===== src/rtl/enemy_health_ctrl_if.sv =====
// enemy_health_ctrl_if
//   Groups the game-logic event inputs and the health-bar outputs of
//   enemy_health_ctrl into one bundle.
//
//   Event side (driven by game logic / master):
//     spawn_in        - one-cycle pulse, load a new enemy at full HP
//     damage_valid_in - one-cycle pulse, damage_in valid this cycle
//     damage_in       - HP to subtract (HPW bits)
//     frame_tick_in   - one-cycle pulse per video frame
//   Status side (driven by the controller / slave):
//     hp_out          - current HP
//     border_out      - bar fill width in pixels (11 bits)
//     valid_out       - bar visible
//     defeated_out    - one-cycle pulse when HP reaches 0
//     busy_out        - HP-to-pixel divider running
interface enemy_health_ctrl_if #(
  parameter int HPW = 8
);
  logic           spawn_in;
  logic           damage_valid_in;
  logic [HPW-1:0] damage_in;
  logic           frame_tick_in;
  logic [HPW-1:0] hp_out;
  logic [10:0]    border_out;
  logic           valid_out;
  logic           defeated_out;
  logic           busy_out;

  modport master (
    output spawn_in, damage_valid_in, damage_in, frame_tick_in,
    input  hp_out, border_out, valid_out, defeated_out, busy_out
  );

  modport slave (
    input  spawn_in, damage_valid_in, damage_in, frame_tick_in,
    output hp_out, border_out, valid_out, defeated_out, busy_out
  );
endinterface


===== src/rtl/enemy_health_ctrl.sv =====
// enemy_health_ctrl
//   Tracks the current enemy's HP and converts it to a health-bar fill
//   width border = floor(hp * WIDTH / MAX_HP) with a restoring
//   shift-subtract divider producing one quotient bit per cycle.
//
//   Ports:
//     clk_in - system clock
//     rst_in - synchronous active-high reset
//     bus    - enemy_health_ctrl_if.slave (events in, bar status out)
//
//   Optional feature macro: HEALTH_DRAIN_ANIM_EN
//     defined   - the bar drains toward the new target one pixel per
//                 frame_tick_in
//     undefined - the bar jumps to the new target one cycle after the
//                 divider writes it; frame_tick_in is ignored
module enemy_health_ctrl #(
  parameter int MAX_HP = 100,
  parameter int WIDTH  = 96,
  parameter int HPW    = 8
) (
  input  logic                      clk_in,
  input  logic                      rst_in,
  enemy_health_ctrl_if.slave        bus
);

  localparam int QW = $clog2(MAX_HP * WIDTH + 1);  // dividend / quotient width
  localparam int RW = $clog2(MAX_HP + 1) + 1;      // partial remainder width
  localparam int CW = $clog2(QW + 1);              // iteration counter width

  typedef enum logic {IDLE, DIV} state_t;

  state_t          r_state;
  state_t          w_state_next;
  logic [HPW-1:0]  r_hp;
  logic [10:0]     r_target;
  logic [10:0]     r_border;
  logic [RW-1:0]   r_rem;
  logic [QW-1:0]   r_quo;      // holds the dividend, shifted out as quotient bits shift in
  logic [CW-1:0]   r_cnt;
  logic            r_defeated;

  logic            w_accept;
  logic [HPW-1:0]  w_hp_new;
  logic [QW-1:0]   w_prod;
  logic [RW:0]     w_rem_sh;
  logic            w_ge;
  logic [RW-1:0]   w_rem_next;
  logic [QW-1:0]   w_quo_next;
  logic            w_last;
  logic            w_busy;

  // Damage is only taken by a live enemy; spawn in the same cycle wins.
  assign w_accept = bus.damage_valid_in && (r_hp != '0) && !bus.spawn_in;
  assign w_hp_new = (bus.damage_in >= r_hp) ? '0 : r_hp - bus.damage_in;
  assign w_prod   = QW'(w_hp_new) * QW'(WIDTH);

  // One restoring-division step: bring in the next dividend bit, subtract
  // the divisor if it fits, and record the quotient bit at the LSB.
  assign w_rem_sh   = {r_rem, r_quo[QW-1]};
  assign w_ge       = (w_rem_sh >= (RW+1)'(MAX_HP));
  assign w_rem_next = w_ge ? RW'(w_rem_sh - (RW+1)'(MAX_HP)) : RW'(w_rem_sh);
  assign w_quo_next = {r_quo[QW-2:0], w_ge};
  assign w_last     = (r_cnt == CW'(QW - 1));

  // FSM state register
  always_ff @(posedge clk_in) begin
    if (rst_in) r_state <= IDLE;
    else        r_state <= w_state_next;
  end

  // FSM next state and status outputs
  always_comb begin
    w_state_next = r_state;
    w_busy       = (r_state == DIV);
    if (bus.spawn_in)                  w_state_next = IDLE;
    else if (w_accept)                 w_state_next = DIV;
    else if (r_state == DIV && w_last) w_state_next = IDLE;
  end

  // HP, divider and bar registers
  always_ff @(posedge clk_in) begin
    if (rst_in) begin
      r_hp       <= '0;
      r_target   <= '0;
      r_border   <= '0;
      r_rem      <= '0;
      r_quo      <= '0;
      r_cnt      <= '0;
      r_defeated <= 1'b0;
    end else begin
      r_defeated <= w_accept && (w_hp_new == '0);
      if (bus.spawn_in) begin
        r_hp     <= HPW'(MAX_HP);
        r_target <= 11'(WIDTH);
        r_border <= 11'(WIDTH);
      end else begin
`ifdef HEALTH_DRAIN_ANIM_EN
        // Growth (spawn only) is immediate; shrinking is paced by frames.
        if (r_target > r_border)
          r_border <= r_target;
        else if (bus.frame_tick_in && (r_border > r_target))
          r_border <= r_border - 11'd1;
`else
        r_border <= r_target;
`endif
        if (w_accept) begin
          // A new hit restarts the division from the fresh HP.
          r_hp  <= w_hp_new;
          r_rem <= '0;
          r_quo <= w_prod;
          r_cnt <= '0;
        end else if (r_state == DIV) begin
          r_rem <= w_rem_next;
          r_quo <= w_quo_next;
          r_cnt <= r_cnt + CW'(1);
          if (w_last) r_target <= 11'(w_quo_next);
        end
      end
    end
  end

`ifndef HEALTH_DRAIN_ANIM_EN
  logic w_unused_tick;
  assign w_unused_tick = bus.frame_tick_in;
`endif

  assign bus.hp_out       = r_hp;
  assign bus.border_out   = r_border;
  assign bus.valid_out    = (r_hp != '0) || (r_border != '0);
  assign bus.defeated_out = r_defeated;
  assign bus.busy_out     = w_busy;

endmodule

===== src/flat_wrapper.sv =====
// flat-port wrapper written by rule: the top's interface ports become plain ports
module enemy_health_ctrl_flat 
#(
  parameter int MAX_HP = 100,
  parameter int WIDTH  = 96,
  parameter int HPW    = 8
)
  (clk_in, rst_in, bus_spawn_in, bus_damage_valid_in, bus_damage_in, bus_frame_tick_in, bus_hp_out, bus_border_out, bus_valid_out, bus_defeated_out, bus_busy_out);
  enemy_health_ctrl_if #(.HPW(HPW)) bus_i ();
  input  logic clk_in;
  input  logic rst_in;
  input wire logic [$bits(bus_i.spawn_in)-1:0] bus_spawn_in;
  input wire logic [$bits(bus_i.damage_valid_in)-1:0] bus_damage_valid_in;
  input wire logic [$bits(bus_i.damage_in)-1:0] bus_damage_in;
  input wire logic [$bits(bus_i.frame_tick_in)-1:0] bus_frame_tick_in;
  output wire logic [$bits(bus_i.hp_out)-1:0] bus_hp_out;
  output wire logic [$bits(bus_i.border_out)-1:0] bus_border_out;
  output wire logic [$bits(bus_i.valid_out)-1:0] bus_valid_out;
  output wire logic [$bits(bus_i.defeated_out)-1:0] bus_defeated_out;
  output wire logic [$bits(bus_i.busy_out)-1:0] bus_busy_out;
  assign bus_i.spawn_in = bus_spawn_in;
  assign bus_i.damage_valid_in = bus_damage_valid_in;
  assign bus_i.damage_in = bus_damage_in;
  assign bus_i.frame_tick_in = bus_frame_tick_in;
  assign bus_hp_out = bus_i.hp_out;
  assign bus_border_out = bus_i.border_out;
  assign bus_valid_out = bus_i.valid_out;
  assign bus_defeated_out = bus_i.defeated_out;
  assign bus_busy_out = bus_i.busy_out;
  enemy_health_ctrl #(.MAX_HP(MAX_HP), .WIDTH(WIDTH), .HPW(HPW)) u_core (.clk_in(clk_in), .rst_in(rst_in), .bus(bus_i));
endmodule

===== config.mk =====
export PLATFORM = sky130hd
export DESIGN_NAME = enemy_health_ctrl_flat
export DESIGN_NICKNAME = d
export VERILOG_FILES = /design/src/rtl/enemy_health_ctrl_if.sv /design/src/rtl/enemy_health_ctrl.sv /design/src/flat_wrapper.sv
export SDC_FILE = /design/constraint.sdc
export NUM_CORES = 1
export LEC_CHECK = 0
export BUFFER_PORTS_ARGS = -buffer_cell sky130_fd_sc_hd__clkbuf_2
export CORE_AREA = 10 10 71 132
export DETAILED_ROUTE_END_ITERATION = 7
export DIE_AREA = 0 0 81 142
export SYNTH_ARGS = -nofsm -noshare
export SYNTH_HDL_FRONTEND = slang
export SYNTH_SLANG_ARGS = --single-unit

===== constraint.sdc =====
create_clock -name clk_in -period 4.5 [get_ports clk_in]
set_input_delay 0.675 -clock clk_in [delete_from_list [all_inputs] [get_ports clk_in]]
set_output_delay 0.675 -clock clk_in [all_outputs]
set_load 0.1 [all_outputs]

==> results.py, run 1 <==
metrics = {
    "status": {
        "status": "complete, no violations",
    },
    "pwr": {
        "p_sw_uw": 369,
        "clock_power_share_pct": 49.5,
        "totalPowerFinal_mw": 1.45,
        "power_leakage_nw": 1.56,
        "swShare_pct": 25.4,
        "power_frac_seq_pct": 36.9,
        "power.density_mw_per_mm2": 400,
        "ir_drop_v": 0.000222,
        "internal-power_mw": 1.08,
        "comb_power_share_pct": 13.5,
    },
    "timing": {
        "finalCritPeriodShare_pct": 87.2,
        "finalClockSkew_ns": 0.00528,
        "finalSetupViolCount": 0,
        "rsz0062_at_grt": "no",
        "finalSetupTns_ns": 0,
        "hold_viol": 0,
        "fmax_ghz": 0.255,
        "fin_crit_ns": 3.92,
        "hold_ws_ns": 0.450,
        "slew_violations": 0,
        "tightest_slew_ns": 1.25,
        "slew_headroom_pct": 16.5,
    },
    "drt": {
        "first_pass_iters": 5,
        "vias": 2655,
        "wl_mm": 8.00,
        "drc": 0,
        "drt.antenna.violating_nets": 0,
        "drt_iter0_markers": 142,
        "viasPerCell": 5.47,
        "wire_per_inst_um": 16.5,
    },
    "place": {
        "dp_hpwl_mm": 6.27,
        "port_buffers": 33,
        "dpl-instance-area_sq_mm": 0.00331,
        "gp_congestion": 0.917,
    },
    "clock_tree": {
        "clock_sinks": 58,
        "cts_tree": "built",
        "cts_made_buffers": 9,
        "cts_resized": 0,
        "cts_setup_buffers": 0,
        "ctsHoldBuffers": 0,
        "htree_levels": 3,
        "cts-root-buf": "clkbuf_16",
        "clk_pin_slew_ns": 0.05,
        "clockBufferDepth": 2,
        "clk_latency_ns": 0.32,
    },
    "flow_run": {
        "drv_cap": 0,
    },
    "logic_synthesis": {
        "syn-cell-area_sq_mm": 0.00308,
        "synth_cells": 356,
        "yosys_warnings": 0,
        "seq_area_frac_synth_pct": 37.6,
        "ys_types": 57,
        "ys_ff_latch": 58,
        "synth-main-ff-cell": "dfxtp_1",
        "synthArstFlopShare_pct": 0,
        "synth_edf_count": 0,
        "avgSynthCellArea_sq_um": 8.66,
        "synth_nets": 390,
    },
    "global_route": {
        "use_met1_pct": 12.5,
        "grt_remaining_overflow": 0,
        "use_met3_pct": 2.78,
        "grt_start_max_net_pins": 38,
        "grt_busiest_layer": "met2",
        "grt_pass1_wl_mm": 12.8,
        "grt_pass1_vias": 2616,
        "grtUsageTotal_pct": 14.3,
        "use_met2_pct": 28.4,
        "antenna_found_initial": 0,
    },
    "die": {
        "row_count": 44,
        "coreArea_sq_mm": 0.00727,
        "num_io_pins": 35,
        "dieHeight_um": 142,
        "die_x_um": 81,
        "start_util_pct": 42.4,
        "die-area_sq_mm": 0.0115,
    },
    "finish": {
        "utilization_pct": 50.0,
        "layout_common_cells": "nor2_1, dfxtp_1, clkbuf_2, inv_1, ha_1",
        "final_area_sq_mm": 0.00363,
        "antennaDiodeCount": 0,
        "multiInputGateArea_sq_mm": 0.00177,
        "nets": 422,
        "nFillCells": 724,
        "drive_above_1_share_pct": 16.0,
        "area_growth_pct": 17.7,
        "mostFrequentLayoutCell": "nor2_1",
        "seqCellArea_sq_mm": 0.00116,
    },
    "worst_setup_path": {
        "crit_arrival_ns": 4.10,
        "required_ns": 4.68,
        "endpoint_kind": "flop",
        "startpoint_type": "input pin",
        "path_max_fanout": 7,
        "path_class": "input pin to flop",
    },
    "min_path": {
        "hp-class": "flop to flop",
    },
}
## final cells by class
type                       instances  area share [%]
clock inverter                     5            2.14
clock buffer                      11            6.69
tap                               92            3.17
inverter                          23            2.38
multi-input combinational        261            48.7
timing repair buffer              35            4.96
sequential                        58            32.0
## state kept, by name, indices dropped and copies added, names as in the netlist
signal / flops
u_core.bus.busy_out: 1
u_core.r_quo: 14
u_core.bus.hp_out: 8
u_core.bus.defeated_out: 1
u_core.r_cnt: 4
u_core.bus.border_out: 11
u_core.r_target: 11
u_core.r_rem: 8
## per-stage QoR
stage	std cells	setup WS [ns]
after floorplan	356	0.549
after global placement	469	0.296
after detailed placement	469	0.236
after CTS	485	0.566
after global routing	485	0.327
final	485	0.577
## synthesized netlist by cell type (all sizes together), types with 2 or more instances
| cell | number | area [sq um] |
|---|---|---|
| nor2 | 60 | 225 |
| dfxtp | 58 | 1160 |
| inv | 23 | 86.3 |
| ha | 20 | 250 |
| a21oi | 19 | 95.1 |
| mux2i | 18 | 180 |
| nand2 | 17 | 63.8 |
| a22oi | 14 | 105 |
| and2 | 12 | 77.6 |
| o21ai | 11 | 58.8 |
| clkbuf | 10 | 37.5 |
| xnor2 | 10 | 87.6 |
| nand3 | 8 | 45.0 |
| nand2b | 6 | 37.5 |
| nor3 | 6 | 35.0 |
| nor4 | 5 | 31.3 |
| buf | 4 | 31.3 |
| nand4 | 4 | 25.0 |
| or2 | 4 | 25.0 |
| or3 | 4 | 25.0 |
| xor2 | 4 | 35.0 |
| a211oi | 3 | 40.0 |
| a311oi | 3 | 26.3 |
| a31oi | 3 | 18.8 |
| a21boi | 2 | 15.0 |
| a221oi | 2 | 17.5 |
| a222oi | 2 | 20.0 |
| a32oi | 2 | 17.5 |
| nor2b | 2 | 12.5 |
| nor3b | 2 | 15.0 |
| o22ai | 2 | 12.5 |
| or4 | 2 | 18.8 |
## power groups by stage
stage	Combinational [mW]	Clock, mW	Sequential (mW)
5_1_grt	0.215	0.750	0.536
2_1_floorplan	0.123	0	0.575
4_1_cts	0.198	0.733	0.536
6_report	0.196	0.719	0.536
3_5_place_dp	0.197	0	0.546
3_3_place_gp	0.196	0	0.546
## worst max-delay path, cell delays in order
cell	delay [ns]
clkbuf_2	0.08
inv_1	0.03
ha_1	0.36
inv_1	0.12
o31ai_2	0.39
o21ai_2	0.20
nor3_1	0.59
ha_1	0.39
o21ai_0	0.17
nand2b_1	0.13
o2111a_1	0.15
a21oi_1	0.21
xnor3_1	0.25
a222oi_1	0.27
nor2_1	0.06
## worst paths after layout
path / depth (start not counted) / slack [ns] / start / to
worst max-delay path: 15 / 0.58 / bus_damage_in[6] / u_core.r_quo[11]
worst min-delay path: 1 / 0.45 / u_core.r_target[7] / u_core.bus.border_out[7]
worst max register to register: 13 / 0.64 / u_core.bus.hp_out[6] / u_core.r_quo[11]
worst min register to register: 1 / 0.45 / u_core.r_target[7] / u_core.bus.border_out[7]
## logic make-up after synthesis
kind of cell    synth area share [%]
compound gates                  16.6
xor+xnor                        4.71
fa+ha+maj                       8.76
buf+inv                         5.03
flops                           37.6
mux                             6.21
simple gates                    21.1
## per-layer routing
metal / part of all wire, % / vias up / wire, um
li1: - / 1314 / -
met1: 33 / 1277 / 2620
met2: 61 / 50 / 4860
met3: 3.0 / 14 / 242
met4: 3.4 / 0 / 275
met5: 0 / - / 0
No activity file was read; power rests on OpenSTA's default activity.
==> run 2: changes to the inputs <==
- CORE_AREA: 10 10 71 132 -> 10 10 63 117
- DIE_AREA: 0 0 81 142 -> 0 0 73 127
- HOLD_SLACK_MARGIN: default -> 0.05
- PLACE_DENSITY: default -> 0.77
==> run 2 against run 1 <==
  * Sequential power about the same
  * Design area shrank 1.6%
  * Hold slack gained 0.0019 ns
  * Register-to-register slack gained 0.06 ns
  * Combinational power is essentially flat
  * Flip-flop and latch count unchanged
  * Highest routed layer unchanged
  * Worst setup slack improved by 0.084 ns
  * Clock skew fell by 0.00058 ns
  * First-iteration DRC count up 24%
  * Non-clock buffer count unchanged
==> results.py, run 2 (same netlist as run 1, synthesis figures left out) <==
metrics = {
    "status": {
        "status": "complete, no violations",
    },
    "worst_setup_path": {
        "reg2regPathDepth": 16,
        "startpoint_type": "input pin",
        "rr_startpoint": "u_core.bus.hp_out[0]",
        "r2r_slack_ns": 0.70,
        "crit_arrival_ns": 4.02,
        "path_max_fanout": 6,
        "endpoint_kind": "flop",
        "path_class": "input pin to flop",
        "r2r-end": "u_core.r_quo[11]",
        "required_ns": 4.68,
    },
    "finish": {
        "nets": 422,
        "drive_above_1_share_pct": 16.0,
        "antennaDiodeCount": 0,
        "nFillCells": 484,
        "area_growth_pct": 15.9,
        "layout_common_cells": "nor2_1, dfxtp_1, clkbuf_2, inv_1, ha_1",
        "utilization_pct": 64.3,
        "mostFrequentLayoutCell": "nor2_1",
        "regMostFlops": "u_core.r_quo",
        "largest_register_ffs": 14,
    },
    "drt": {
        "wire_per_inst_um": 15.3,
        "drt.antenna.violating_nets": 0,
        "wl_mm": 6.97,
        "drt_iter0_markers": 176,
        "drc": 0,
        "viasPerCell": 5.85,
        "first_pass_iters": 4,
        "vias": 2658,
    },
    "clock_tree": {
        "cts-root-buf": "clkbuf_16",
        "cts_tree": "built",
        "htree_levels": 3,
        "clock_sinks": 58,
        "cts_resized": 0,
        "ctsHoldBuffers": 0,
        "cts_made_buffers": 9,
        "clk_latency_ns": 0.32,
        "clk_pin_slew_ns": 0.05,
        "clockBufferDepth": 2,
        "cts_setup_buffers": 0,
    },
    "pwr": {
        "ir_drop_v": 0.000353,
        "power_leakage_nw": 1.56,
        "p_sw_uw": 350,
        "swShare_pct": 25.3,
        "totalPowerFinal_mw": 1.38,
        "power_frac_seq_pct": 38.8,
        "internal-power_mw": 1.03,
        "power.density_mw_per_mm2": 386,
        "clock_power_share_pct": 47.2,
        "comb_power_share_pct": 14.0,
    },
    "global_route": {
        "antenna_found_initial": 0,
        "grt_pass1_vias": 2643,
        "grtUsageTotal_pct": 16.0,
        "grt_remaining_overflow": 0,
        "grt_start_max_net_pins": 38,
        "grt_pass1_wl_mm": 12.2,
    },
    "timing": {
        "hold_ws_ns": 0.452,
        "fin_crit_ns": 3.84,
        "finalSetupViolCount": 0,
        "finalClockSkew_ns": 0.00470,
        "finalSetupTns_ns": 0,
        "slew_headroom_pct": 17.5,
        "rsz0062_at_grt": "no",
        "setup_slack_ns": 0.661,
        "hold_viol": 0,
        "fmax_ghz": 0.260,
        "finalCritPeriodShare_pct": 85.3,
        "slew_violations": 0,
        "tightest_slew_ns": 1.23,
    },
    "die": {
        "dieHeight_um": 127,
        "coreArea_sq_mm": 0.00556,
        "die-area_sq_mm": 0.00927,
        "start_util_pct": 55.4,
        "num_io_pins": 35,
        "row_count": 39,
        "die_x_um": 73,
    },
    "place": {
        "port_buffers": 33,
        "pre_cts_ws_ns": 0.352,
        "dp_hpwl_mm": 5.11,
        "gp_congestion": 0.854,
    },
    "min_path": {
        "min_path_cells": 1,
        "hp-class": "flop to flop",
        "worstHoldEndpoint": "u_core.bus.border_out[4]",
        "hp-start": "u_core.r_target[4]",
    },
    "flow_run": {
        "drv_cap": 0,
    },
}
-- run 2: worst max-delay path, stage by stage --
cell	delay [ns]
clkbuf_2	0.08
ha_1	0.16
inv_1	0.06
fa_1	0.41
a211oi_2	0.38
nor3_2	0.11
o21ai_2	0.31
nor2_1	0.18
ha_1	0.38
o21ai_0	0.18
nand2b_1	0.14
o2111a_1	0.16
a21oi_1	0.20
xnor3_1	0.26
a222oi_1	0.27
nor2_1	0.07
-- run 2: per-layer routing --
metal | vias to the layer above | wire, um | global-route usage, %
li1 | 1323 | - | -
met2 | 70 | 3440 | 25.5
met3 | 15 | 459 | 5.43
met1 | 1250 | 2930 | 18.4
met5 | - | 0 | 0
met4 | 0 | 138 | 7.19
-- run 2: stage by stage --
stage	instances	cell area [sq um]
final	454	3570
after global placement	438	3270
after CTS	454	3570
after floorplan	356	3080
after global routing	454	3570
after detailed placement	438	3270
-- run 2: power groups by stage --
stage	sequential (mW)	clock, mW	combinational, mW
final	0.536	0.651	0.193
after CTS	0.536	0.665	0.193
after global routing	0.537	0.688	0.213
after floorplan	0.575	0	0.123
after global placement	0.545	0	0.186
after detailed placement	0.545	0	0.191
-- run 2: area by class of cell --
| cell class | instances | area, sq um | share of cell area [%] |
|---|---|---|---|
| clock inverters | 1 | 5.00 | 0.140 |
| well taps | 61 | 76.3 | 2.14 |
| clock buffers | 15 | 298 | 8.33 |
| inverters | 23 | 86.3 | 2.42 |
| repair buffers | 35 | 180 | 5.04 |
| multi-input cells | 261 | 1770 | 49.5 |
| flip-flops and latches | 58 | 1160 | 32.5 |
-- run 2: worst max-delay path by stage --
stage	startpoint	end	slack, ns
after floorplan	u_core.bus.hp_out[0]	u_core.r_quo[11]	0.55
after global placement	bus_damage_in[0]	u_core.r_quo[11]	0.44
after CTS	bus_damage_in[0]	u_core.r_quo[11]	0.69
after global routing	bus_damage_in[0]	u_core.r_quo[11]	0.35
after detailed placement	bus_damage_in[0]	u_core.r_quo[11]	0.35
final	bus_damage_in[0]	u_core.r_quo[11]	0.66
